## config.mk

```make
export PLATFORM = sky130hd
export DESIGN_NAME = keypad_scanner
export DESIGN_NICKNAME = d
export VERILOG_FILES = /design/src/rtl/keypad_scanner_pkg.sv /design/src/rtl/keypad_scanner_tick.sv /design/src/rtl/keypad_scanner.sv
export SDC_FILE = /design/constraint.sdc
export NUM_CORES = 1
export LEC_CHECK = 0
export ABC_AREA = 1
export BUFFER_PORTS_ARGS = -buffer_cell sky130_fd_sc_hd__buf_2
export CAP_MARGIN = 20
export CORE_MARGIN = 1
export CORE_UTILIZATION = 60
export CTS_BUF_LIST = sky130_fd_sc_hd__clkbuf_4
export DETAILED_ROUTE_END_ITERATION = 12
export GPL_TIMING_DRIVEN = 0
export PLACE_DENSITY = 0.83
export SLEW_MARGIN = 20
export SYNTH_ARGS = -nofsm -noshare
export SYNTH_HDL_FRONTEND = slang
export SYNTH_HIERARCHICAL = 1
export SYNTH_SLANG_ARGS = --single-unit
```

## constraint.sdc

```tcl
create_clock -name clk -period 4 [get_ports clk]
set_clock_uncertainty 0.1 [all_clocks]
set_input_delay 0.6 -clock clk [delete_from_list [all_inputs] [get_ports clk]]
set_output_delay 0.6 -clock clk [all_outputs]
set_load 0.005 [all_outputs]
```

## src/rtl/keypad_scanner_pkg.sv

```systemverilog
// Shared types and constants for the 4x4 keypad scanner.
// Column strobes are active-low one-hot; key codes are row_idx*4 + col_idx.
package keypad_scanner_pkg;

    localparam int KEY_W = 4;

    typedef enum logic [1:0] {
        SCAN     = 2'd0,
        DEBOUNCE = 2'd1,
        HELD     = 2'd2
    } state_t;

    localparam logic [3:0] COL0 = 4'b1110;
    localparam logic [3:0] COL1 = 4'b1101;
    localparam logic [3:0] COL2 = 4'b1011;
    localparam logic [3:0] COL3 = 4'b0111;

    function automatic logic [3:0] col_pattern(input logic [1:0] idx);
        case (idx)
            2'd0:    return COL0;
            2'd1:    return COL1;
            2'd2:    return COL2;
            default: return COL3;
        endcase
    endfunction

    // Lowest-index low row wins; only meaningful when at least one row is low.
    function automatic logic [1:0] first_low(input logic [3:0] rows);
        if (!rows[0])      return 2'd0;
        else if (!rows[1]) return 2'd1;
        else if (!rows[2]) return 2'd2;
        else               return 2'd3;
    endfunction

endpackage

```

## src/rtl/keypad_scanner_tick.sv

```systemverilog
// Single-clock tick pulse every DIV clocks; first tick DIV clocks after reset.
// Also usable as the refresh strobe of the FND multiplex driver.
module scan_tick_gen #(
    parameter int DIV = 100_000
) (
    input  logic clk,
    input  logic reset,
    output logic tick
);

    localparam int            CW   = $clog2(DIV);
    localparam logic [CW-1:0] LAST = CW'(DIV - 1);

    logic [CW-1:0] cnt;

    always_ff @(posedge clk or posedge reset) begin
        if (reset)
            cnt <= '0;
        else if (cnt == LAST)
            cnt <= '0;
        else
            cnt <= cnt + CW'(1);
    end

    assign tick = (cnt == LAST);

endmodule

```

## src/rtl/keypad_scanner.sv

```systemverilog
// 4x4 matrix keypad scanner: rotates column strobes, debounces a press and its
// release, and reports the accepted key with a one-clock valid pulse.
module keypad_scanner
    import keypad_scanner_pkg::*;
#(
    parameter int SCAN_DIV  = 100_000,
    parameter int DEB_TICKS = 20
) (
    input  logic             clk,
    input  logic             reset,
    input  logic [3:0]       row,
    output logic [3:0]       col,
    output logic [KEY_W-1:0] key_code,
    output logic             key_valid,
    output logic             key_pressed
);

    localparam int               CNT_W   = $clog2(DEB_TICKS + 1);
    localparam logic [CNT_W-1:0] DEB_MAX = CNT_W'(DEB_TICKS);

    logic             tick;
    logic [3:0]       row_s1, row_s2;
    state_t           state, state_n;
    logic [1:0]       col_idx, col_idx_n;
    logic [1:0]       row_idx, row_idx_n;
    logic [CNT_W-1:0] deb_cnt, deb_cnt_n, deb_sat;
    logic [CNT_W-1:0] rel_cnt, rel_cnt_n, rel_sat;
    logic [KEY_W-1:0] key_code_n;
    logic             key_valid_n, key_pressed_n;
    logic             latched_low;

    scan_tick_gen #(.DIV(SCAN_DIV)) u_tick (
        .clk   (clk),
        .reset (reset),
        .tick  (tick)
    );

    always_ff @(posedge clk or posedge reset) begin
        if (reset) begin
            row_s1 <= 4'b1111;
            row_s2 <= 4'b1111;
        end else begin
            row_s1 <= row;
            row_s2 <= row_s1;
        end
    end

    assign latched_low = !row_s2[row_idx];
    assign deb_sat     = (deb_cnt == DEB_MAX) ? deb_cnt : deb_cnt + CNT_W'(1);
    assign rel_sat     = (rel_cnt == DEB_MAX) ? rel_cnt : rel_cnt + CNT_W'(1);

    always_comb begin
        state_n       = state;
        col_idx_n     = col_idx;
        row_idx_n     = row_idx;
        deb_cnt_n     = deb_cnt;
        rel_cnt_n     = rel_cnt;
        key_code_n    = key_code;
        key_valid_n   = 1'b0;
        key_pressed_n = key_pressed;
        case (state)
            SCAN: begin
                if (tick) begin
                    if (&row_s2) begin
                        col_idx_n = col_idx + 2'd1;
                    end else begin
                        row_idx_n = first_low(row_s2);
                        deb_cnt_n = '0;
                        state_n   = DEBOUNCE;
                    end
                end
            end
            DEBOUNCE: begin
                if (tick) begin
                    if (latched_low) begin
                        deb_cnt_n = deb_sat;
                        if (deb_sat == DEB_MAX) begin
                            key_code_n    = {row_idx, col_idx};
                            key_valid_n   = 1'b1;
                            key_pressed_n = 1'b1;
                            rel_cnt_n     = '0;
                            state_n       = HELD;
                        end
                    end else begin
                        col_idx_n = col_idx + 2'd1;
                        state_n   = SCAN;
                    end
                end
            end
            HELD: begin
                // Column stays parked on the held key; other rows are ignored.
                if (tick) begin
                    if (latched_low) begin
                        rel_cnt_n = '0;
                    end else begin
                        rel_cnt_n = rel_sat;
                        if (rel_sat == DEB_MAX) begin
                            key_pressed_n = 1'b0;
                            col_idx_n     = col_idx + 2'd1;
                            state_n       = SCAN;
                        end
                    end
                end
            end
            default: state_n = SCAN;
        endcase
    end

    always_ff @(posedge clk or posedge reset) begin
        if (reset) begin
            state       <= SCAN;
            col_idx     <= 2'd0;
            col         <= COL0;
            row_idx     <= 2'd0;
            deb_cnt     <= '0;
            rel_cnt     <= '0;
            key_code    <= '0;
            key_valid   <= 1'b0;
            key_pressed <= 1'b0;
        end else begin
            state       <= state_n;
            col_idx     <= col_idx_n;
            col         <= col_pattern(col_idx_n);
            row_idx     <= row_idx_n;
            deb_cnt     <= deb_cnt_n;
            rel_cnt     <= rel_cnt_n;
            key_code    <= key_code_n;
            key_valid   <= key_valid_n;
            key_pressed <= key_pressed_n;
        end
    end

endmodule

```

==> reports/results.txt, run 1 <==
The run gives 0 ns as the setup total negative slack. The number of maximum-capacitance violations is 0, and the setup slack of the most critical reg-to-reg path is 1.59 ns. The gate family responsible for the most delay along the worst path is simple AND/OR/NAND/NOR gates. By area, the combinational part of the netlist is dominated by simple AND/OR/NAND/NOR gates.

The number of hold buffers added after CTS was 0. The flow ran to the end, but the final reports show violations. Data on the critical path arrives at its endpoint at 2.59 ns. The worst pin sits at a relative slew slack of 53.3%. The run gives 4990 µm² as the total die area. The checks that failed: design-rule violations. Sorting the synthesized cells by area gives the leading types as sky130_fd_sc_hd__dfrtp_1 (35%), sky130_fd_sc_hd__nand2_1 (12%), sky130_fd_sc_hd__dfstp_2 (10%).

The number of clock buffers added by TritonCTS is 5. The routed design has 5140 µm of wire. Averaged over all synthesized cells, the footprint is 7.97 µm².

The synthesized netlist devotes 8.09% of its cell area to compound gates. The run gives 24 as the number of standard-cell rows in the floorplan. The portion of synthesized cell area occupied by the leading cell type was 35.4%.

The final count of negative-setup-slack endpoints is 0, and the mux cell area share after synthesis is 0%. IR analysis of the VDD net gives a maximum drop of 257 µV. The run gives 366 as the net count after synthesis. In the synthesized netlist the dominant register cell turns out to be sky130_fd_sc_hd__dfrtp_1. Yosys mapped the design onto 29 distinct sky130hd cell types. Summing all flip-flop and latch instances after layout gives 1290 µm². The overall overflow remaining after global route came out at 0. In this run the cell area measured after placement is 2970 µm². Measured on the finished design, the core utilization comes to 68.7%. The tools report the critical path launch point type as a flop. For the post-CTS setup buffer count, the log shows 0. The total of flip-flops plus latches after synthesis was 51.

In this run the worst path has a maximum fanout of 10. The count of pins over their slew limit is 0. In the routed design, unresolved DRC markers number 2. Dividing total power by cell area gives a power density of 276 nW/µm². The run gives 45.6% as the portion of the post-synthesis area used by sequential elements. Setup repair after global routing left no endpoint under its margin.

The most critical setup path has its endpoint at col[0]$_DFF_PP0_. In this run the worst hold path is classified as in -> async. The share of the clock period used by the worst path after layout is 60.3%, and the maximum clock frequency is 415 MHz. The critical path goes through ha_1, nand2_1, inv_2, nand2_1, nor2_2, nand2_1, inv_2, inv_2, nor2_2, nand2_1, o211ai_1, nand2_1, a21oi_1, nand2_2, nand2_2, nand2_1.

The final layout net count was 388. Number of placed cells counting well taps: 422. On the critical path, the stage with the largest delay is an instance of sky130_fd_sc_hd__dfrtp_1. The Yosys step of the flow raised 6 warnings. At the pin with the least slew margin, the transition time is 0.700 ns. Data on the critical path is required at its endpoint by 4.18 ns. Number of clock sinks: 51. The tools report the largest net degree at the start of global routing as 35.

The post-detailed-route count of antenna-violating nets is 0, and the multi-input gate area in the final layout is 1310 µm². The clock reaches the later pin of the worst-skew pair after 0.37 ns. After technology mapping, the gate count stands at 355. Area of the mapped netlist: 2830 µm². After detailed routing, the average wire length per cell comes to 12.0 µm. Once layout is complete, the cells apart from fillers number 430. Compared with the post-synthesis result, the final layout area differs by 7.96%. The die is 70.7 µm wide. The endpoint type of the worst setup path was a flop.

The run gives 131 as the detailed router's first-iteration violation count. The library cells used most frequently in the layout, excluding fill and tap cells, are sky130_fd_sc_hd__nand2_1 (89), sky130_fd_sc_hd__inv_1 (47), sky130_fd_sc_hd__dfrtp_1 (40). Path type of the worst setup path: reg -> reg. For the number of filler cells placed in the layout, the log shows 349. The post-synthesis simple-gate area fraction is 32.8%, and the detailed-routing iteration count for the pre-antenna-repair pass is 8.

The number of global-route vias before repair was 2109; the top-level I/O count was 16. CTS placed an instance of sky130_fd_sc_hd__clkbuf_4 at the clock tree root. Summing the areas of all fa, ha and maj instances in the mapped netlist gives 2.21% of the synthesized area. The combined buffer and inverter count along the critical path was 3; the global placer's final weighted congestion was 0.874. The worst register-to-register path begins at u_tick/cnt[0]$_DFF_PP0_. The library cell used most frequently in the layout, excluding fill and tap cells, is sky130_fd_sc_hd__nand2_1.

The largest incremental delay on the critical path is 0.43 ns, and the fraction of layout instances using a drive strength above 1 is 24.3%. The endpoint identified for the worst register-to-register timing path is col[0]$_DFF_PP0_. Port buffering added 15 buffers.

In this run the vertical extent of the chip is 70.7 µm. Yosys mapped a number of flops with a built-in enable equal to 0. The final route contains 2264 vias. The floorplan step defined a core boundary enclosing 4440 µm². The run gives 0 as the number of antenna violations at the first check in global routing. The worst-case clock buffer depth is 2, and the post-synthesis share of cell area spent on xor and xnor gates is 3.05%. TritonCTS built the clock tree. Counting buffers and inverters, the worst setup path is 16 cells deep. For this configuration, the core starts out at a cell density of 63.7%. The source of the critical timing path is u_tick/cnt[0]$_DFF_PP0_. After detailed routing, the number of vias per cell comes to 5.27. The cell repeated most along the worst path is sky130_fd_sc_hd__nand2_1.

The overall global routing resource usage was 23.2%. The number of endpoints with negative hold slack in the final report came out at 0. The tools report the static leakage as 1.53 nW. The final critical-path required period is 2.41 ns.

Counting flops with an async set or reset pin after synthesis yields a share of 100%. With fillers left out, the area of the finished cells amounts to 3050 µm². The clock-pin slew reported for the worst setup and hold paths after clock tree synthesis was 0.15 ns. The synthesized design spends more area on one cell type than any other, namely sky130_fd_sc_hd__dfrtp_1. The overall power after layout was 0.000842 W; the antenna cell count was 0. The worst-case reg-to-reg path depth is 16. For the count of instances resized after the clock tree is built, the log shows 0.

Once detailed placement completed, the half-perimeter wirelength came to 3830 µm. For the number of levels in the clock H-tree, the log shows 2. The first global-routing pass estimated 9110 µm of wire.
## through the flow
stage | hold WS, ns | setup WS, ns
after floorplan | 0.245 | 1.92
after global placement | 0.245 | 1.65
after detailed placement | 0.247 | 1.62
final | 0.200 | 1.59
after global routing | 0.173 | 1.32
after CTS | 0.191 | 1.61
## state kept, by name (all words and copies together) (netlist names)
register     count
col              4
col_idx          2
deb_cnt          5
key_code         4
key_pressed      1
key_valid        1
rel_cnt          5
row_idx          2
row_s1           4
row_s2           4
state            2
u_tick/cnt      17
## synthesized netlist by cell type (all sizes together), types with 4 or more instances
cell type / number
o22ai: 4
a21oi: 8
nand3: 32
nand2: 107
o21ai: 21
nor2: 46
dfrtp: 40
inv: 59
xor2: 6
ha: 5
nand4: 7
dfstp: 11
## worst min-delay path by stage
stage,startpoint,endpoint,depth (start not counted)
2_1_floorplan,row_s1[0]$_DFF_PP1_,row_s2[0]$_DFF_PP1_,0
3_3_place_gp,row_s1[0]$_DFF_PP1_,row_s2[0]$_DFF_PP1_,0
3_5_place_dp,row_s1[1]$_DFF_PP1_,row_s2[1]$_DFF_PP1_,0
4_1_cts,row[2],row_s1[2]$_DFF_PP1_,1
5_1_grt,row[3],row_s1[3]$_DFF_PP1_,1
6_report,reset,u_tick/cnt[0]$_DFF_PP0_,2
## report_power, final
group          switching (W)  leakage, nW  internal, W
clock network       0.000165       0.0458     0.000135
logic              0.0000134        0.819   0.00000326
registers         0.00000212        0.660     0.000523
## final cells by class
| class | count | area share (%) |
|---|---|---|
| Tap cell | 52 | 2.13 |
| Buffer | 1 | 0.369 |
| Sequential cell | 51 | 42.2 |
| Clock inverter | 3 | 1.56 |
| Timing Repair Buffer | 15 | 2.46 |
| Clock buffer | 5 | 1.23 |
| Multi-Input combinational cell | 244 | 42.8 |
| Inverter | 59 | 7.25 |
## worst reg2reg max path, stage by stage (launching register included)
cell,delay (ns)
sky130_fd_sc_hd__dfrtp_1,0.43
sky130_fd_sc_hd__ha_1,0.21
sky130_fd_sc_hd__nand2_1,0.07
sky130_fd_sc_hd__inv_2,0.08
sky130_fd_sc_hd__nand2_1,0.07
sky130_fd_sc_hd__nor2_2,0.11
sky130_fd_sc_hd__nand2_1,0.16
sky130_fd_sc_hd__inv_2,0.21
sky130_fd_sc_hd__inv_2,0.11
sky130_fd_sc_hd__nor2_2,0.18
sky130_fd_sc_hd__nand2_1,0.07
sky130_fd_sc_hd__o211ai_1,0.08
sky130_fd_sc_hd__nand2_1,0.07
sky130_fd_sc_hd__a21oi_1,0.15
sky130_fd_sc_hd__nand2_2,0.10
sky130_fd_sc_hd__nand2_2,0.08
sky130_fd_sc_hd__nand2_1,0.05
## logic make-up (layout without fill, tap and decap cells)
logic type,after synthesis,count (layout)
simple gates,194,194
flops,51,51
compound gates,36,36
xor+xnor,9,9
fa+ha+maj,5,5
buf+inv,60,83
## routing by layer
layer  global-route usage (%)  share of wire [%]
met2                     38.3                 49
met1                     30.0                 46
met5                        0                  0
met4                     8.67                1.8
met3                     5.56                3.4
Note: power is estimated with default switching activity, not from simulation.
==> inputs of run 2 (changes only) <==
--- a/config.mk
+++ b/config.mk
@@ -5,15 +5,15 @@
 export SDC_FILE = /design/constraint.sdc
 export NUM_CORES = 1
 export LEC_CHECK = 0
-export ABC_AREA = 1
+export ABC_AREA = 0
 export BUFFER_PORTS_ARGS = -buffer_cell sky130_fd_sc_hd__buf_2
 export CAP_MARGIN = 20
 export CORE_MARGIN = 1
-export CORE_UTILIZATION = 60
+export CORE_UTILIZATION = 56
 export CTS_BUF_LIST = sky130_fd_sc_hd__clkbuf_4
 export DETAILED_ROUTE_END_ITERATION = 12
 export GPL_TIMING_DRIVEN = 0
-export PLACE_DENSITY = 0.83
+export PLACE_DENSITY = 0.81
 export SLEW_MARGIN = 20
 export SYNTH_ARGS = -nofsm -noshare
 export SYNTH_HDL_FRONTEND = slang
==> constraint.sdc (replaced) <==
create_clock -name clk -period 2.1 [get_ports clk]
set_clock_uncertainty 0.1 [all_clocks]
set_input_delay 0.315 -clock clk [delete_from_list [all_inputs] [get_ports clk]]
set_output_delay 0.315 -clock clk [all_outputs]
set_load 0.005 [all_outputs]
==> run 2 against run 1 <==
Non-clock buffer count up 29. Die area decreased by 4.8%. Worst hold slack gained 0.059 ns. Clock-buffer cell count stayed put. Final area grew 2.9%. Via count is 12% lower. The flow finishes with violations (negative setup slack). Utilization increased by 7.1 points. Synthesized cell count shrank 34%. Power grew 76%. Sequential cell count unchanged. Combinational power rose to 2.5 times the previous value.
==> reports/results.txt, run 2 <==
The largest individual stage delay along the critical path comes from the cell sky130_fd_sc_hd__dfrtp_1. The fraction of power spent switching nets came out at 23.2%. For this run, the share of the core covered by cells in the final layout is 75.8%. Before antenna repair, the detailed router went through 4 iterations. The number of flip-flops in the largest register was 17; the total die area was 4760 µm².

For this run, the slowest stage of the critical path takes 0.46 ns. The most critical setup path has its startpoint at u_tick/cnt[0]$_DFF_PP0_. The tools report the worst setup slack after layout as -0.416 ns. The final layout net count is 295, and the final HPWL from detailed placement is 3050 µm. A synthesized cell averages 10.7 µm². The number of maximum-capacitance violations is 0. After synthesis, flip-flops and latches occupy 51.4% of the total area. The placeable core region is 4140 µm². The analysis attributes to cell leakage a power of 1.38 nW.

The number of endpoints with negative hold slack in the final report was 0. Sorting the synthesized cells by how often they occur yields sky130_fd_sc_hd__dfrtp_1 (40), sky130_fd_sc_hd__inv_1 (18), sky130_fd_sc_hd__nand2_1 (16), sky130_fd_sc_hd__nor2_1 (14), sky130_fd_sc_hd__o21ai_0 (13). Setup repair after global routing could not meet its margin everywhere. Dividing total power by cell area gives a power density of 473 nW/µm². Entering global routing, the biggest net connects 35 pins. The worst-case IR drop observed on VDD is 566 µV. Post-detailed-route count of antenna-violating nets: 0. Final count of negative-setup-slack endpoints: 22. The path type of the worst setup path is reg -> reg. Ranked by flip-flop count, first place goes to u_tick/cnt. Dividing the detail-routed wire length by the instance count gives 16.0 µm.

For the net switching component of the power, the log shows 0.000345 W. The endpoint type of the worst setup path was a flop. The synthesized design devotes to its leading area cell type 39.9% of total area. The tools report the start of the worst register-to-register path as u_tick/cnt[0]$_DFF_PP0_. The count of pins over their slew limit was 0. By area the synthesized netlist is led by sky130_fd_sc_hd__dfrtp_1 (40%), sky130_fd_sc_hd__dfstp_2 (12%), sky130_fd_sc_hd__xnor2_1 (4.2%).

Combinational logic is responsible for 2.8% of the overall power. When the netlist entered floorplanning its net count stood at 246. After detailed routing, the total wire length is 5360 µm. The run gives 0 as the antenna cell count.

The first global-routing pass estimated 8560 µm of wire. Number of levels in the clock H-tree: 2. Buffers placed on the I/O ports in this run total 15. Leaving out fill and tap cells, the most frequent cell in the layout is sky130_fd_sc_hd__dfrtp_1. The via count was 1992. The height of the chip is 69.0 µm, and the worst-case headroom to the max-slew limit is 53.3%. The internal portion of the total power is 0.00114 W. Global routing consumed, over all layers together, 25.2% of the routing resources. After detailed placement, the total cell area comes to 2680 µm². The clock network accounts for 29.8% of the total power. The peak fanout along the critical path works out to 4. The largest registers in the layout are u_tick/cnt x17, deb_cnt x5, rel_cnt x5. After synthesis, the netlist uses 61 different library cells. In the synthesized netlist, the number of instances is 235.

In the finished design, the share of the clock period the worst path needs comes to 120%. The setup total negative slack is -4.14 ns. The fraction of layout instances using a drive strength above 1 works out to 35.8%. STA classifies the critical path startpoint as a flop. The synthesized design spends more area on one cell type than any other, namely sky130_fd_sc_hd__dfrtp_1.

The clock-pin slew reported for the worst setup and hold paths after clock tree synthesis is 0.15 ns, and the growth of design area from synthesis to finish is 25.1%. The transition at the pin with the smallest max-transition slack was 0.699 ns. The number of antenna violations at the first check in global routing is 0, and the detailed-route DRC error count is 0.

The clock drives 51 sinks. The worst hold-check path type was reg -> reg. The top cell types in the final layout, fill and taps aside, are sky130_fd_sc_hd__dfrtp_1 (38), sky130_fd_sc_hd__buf_4 (17), sky130_fd_sc_hd__inv_1 (16). The flow ran to the end, but the final reports show violations.

The start point of the worst hold path is row_s1[0]$_DFF_PP1_. Fraction of synthesis flops using an asynchronous set or reset pin: 100%. The final cell area excluding filler cells came out at 3140 µm².

For the worst setup path, the data arrival time is 2.70 ns. In this run, CTS created clock tree buffers numbering 5. Counting flops and latches in the post-synthesis netlist gives 51. The worst-case clock buffer depth is 2, and the maximum clock frequency is 397 MHz.

TritonCTS built the clock tree. The checks that failed: negative setup slack. The most used flip-flop cell after synthesis is sky130_fd_sc_hd__dfrtp_1. The logs give 136 for the detailed router's first-iteration violation count and 2510 µm² for the area of the mapped netlist.

Clock latency on the worst-skew pair, taken at its later pin, is 0.37 ns. The run gives 1826 as the number of global-route vias before repair. Walking the worst path, the cells encountered are ha_4, nand3_2, nor2_4, and4_1, buf_6, inv_6, or3_4, a211o_4, buf_12, buf_4, o21ai_0, nand2_1.

During I/O placement, the number of pins put on the boundary was 16. The dominant cell by count in the synthesized netlist is sky130_fd_sc_hd__dfrtp_1. The number of enable-type register cells in the synthesized netlist works out to 0.

For the portion of total power attributed to sequential cells, the log shows 67.4%. CTS placed an instance of sky130_fd_sc_hd__clkbuf_4 at the clock tree root. The average vias per placed instance is 5.95, and the worst endpoint required time is 2.28 ns. The worst hold-check slack is 0.259 ns. The congestion estimate from routability-driven global placement came to 0.827.

For the yosys synthesis warning count, the log shows 6. The floorplan has 23 rows. The overall power after layout is 0.00148 W, and the initial core utilization is 60.6%. Die width: 69.0 µm. The overall overflow remaining after global route is 0, and the setup slack of the most critical reg-to-reg path is -0.42 ns. Subtracting the final worst setup slack from the clock period gives 2.52 ns.
[run 2: final cells by class]
cell class / instances / area, µm²
Timing Repair Buffer: 42 / 327
Buffer: 3 / 26.3
Clock inverter: 3 / 20.0
Inverter: 19 / 81.3
Tap cell: 50 / 62.6
Sequential cell: 51 / 1290
Clock buffer: 5 / 37.5
Fill cell: 247 / 1000
Multi-Input combinational cell: 162 / 1290
[run 2: timing repair]
item | CTS | global route
pin swaps | 11 | 10
buffers inserted | 13 | 9
setup endpoints to repair | 23 | 24
endpoints found under the hold margin | 44 | 0
hold buffers | 5 | 0
gates resized for setup | 20 | 23
[run 2: worst paths after layout]
kind,depth (start not counted),endpoint
setup reg to reg,12,state[1]$_DFFE_PP0P_
min in group asynchronous,3,u_tick/cnt[7]$_DFF_PP0_
hold / removal,0,row_s2[0]$_DFF_PP1_
hold reg to reg,0,row_s2[0]$_DFF_PP1_
max in group asynchronous,3,deb_cnt[0]$_DFFE_PP0P_
setup / recovery,12,state[1]$_DFFE_PP0P_
[run 2: kinds of logic after synthesis]
kind of cell    Yosys count  share of synthesized area [%]
simple gates             88                           21.1
flops                    51                           51.4
compound gates           47                           12.5
buf+inv                  22                           3.64
xor+xnor                 16                           5.58
mux                       6                           3.29
fa+ha+maj                 5                           2.49
[run 2: critical path: cells and delay by family, from the launching register on]
kind / cells / cell delay [ns]
AOI/OAI and AO/OA: 2 / 0.47
adders and majority gates: 1 / 0.17
buffers and inverters: 4 / 0.42
DFF: 1 / 0.46
and+or+nand+nor: 5 / 0.81
[run 2: power by group through the flow]
stage                     clock network (W)  registers [W]   logic, W
final                              0.000442        0.00100  0.0000422
after global placement                    0        0.00102  0.0000341
after CTS                          0.000454        0.00100  0.0000422
after detailed placement                  0        0.00102  0.0000351
after global routing               0.000493        0.00100  0.0000486
after floorplan                           0        0.00102  0.0000234
[run 2: per-stage QoR]
stage | worst slack (ns) | cells
after global routing | -0.524 | 335
after detailed placement | -0.666 | 300
final | -0.416 | 335
after floorplan | -0.412 | 235
after CTS | -0.392 | 326
after global placement | -0.630 | 300
[run 2: routing by layer]
layer | wire, µm | track usage (%) | up-vias
met5 | 0 | 0 | -
met4 | 90 | 7.65 | 0
met3 | 154 | 4.93 | 11
met2 | 2690 | 38.7 | 45
met1 | 2420 | 36.3 | 1004
li1 | - | - | 932
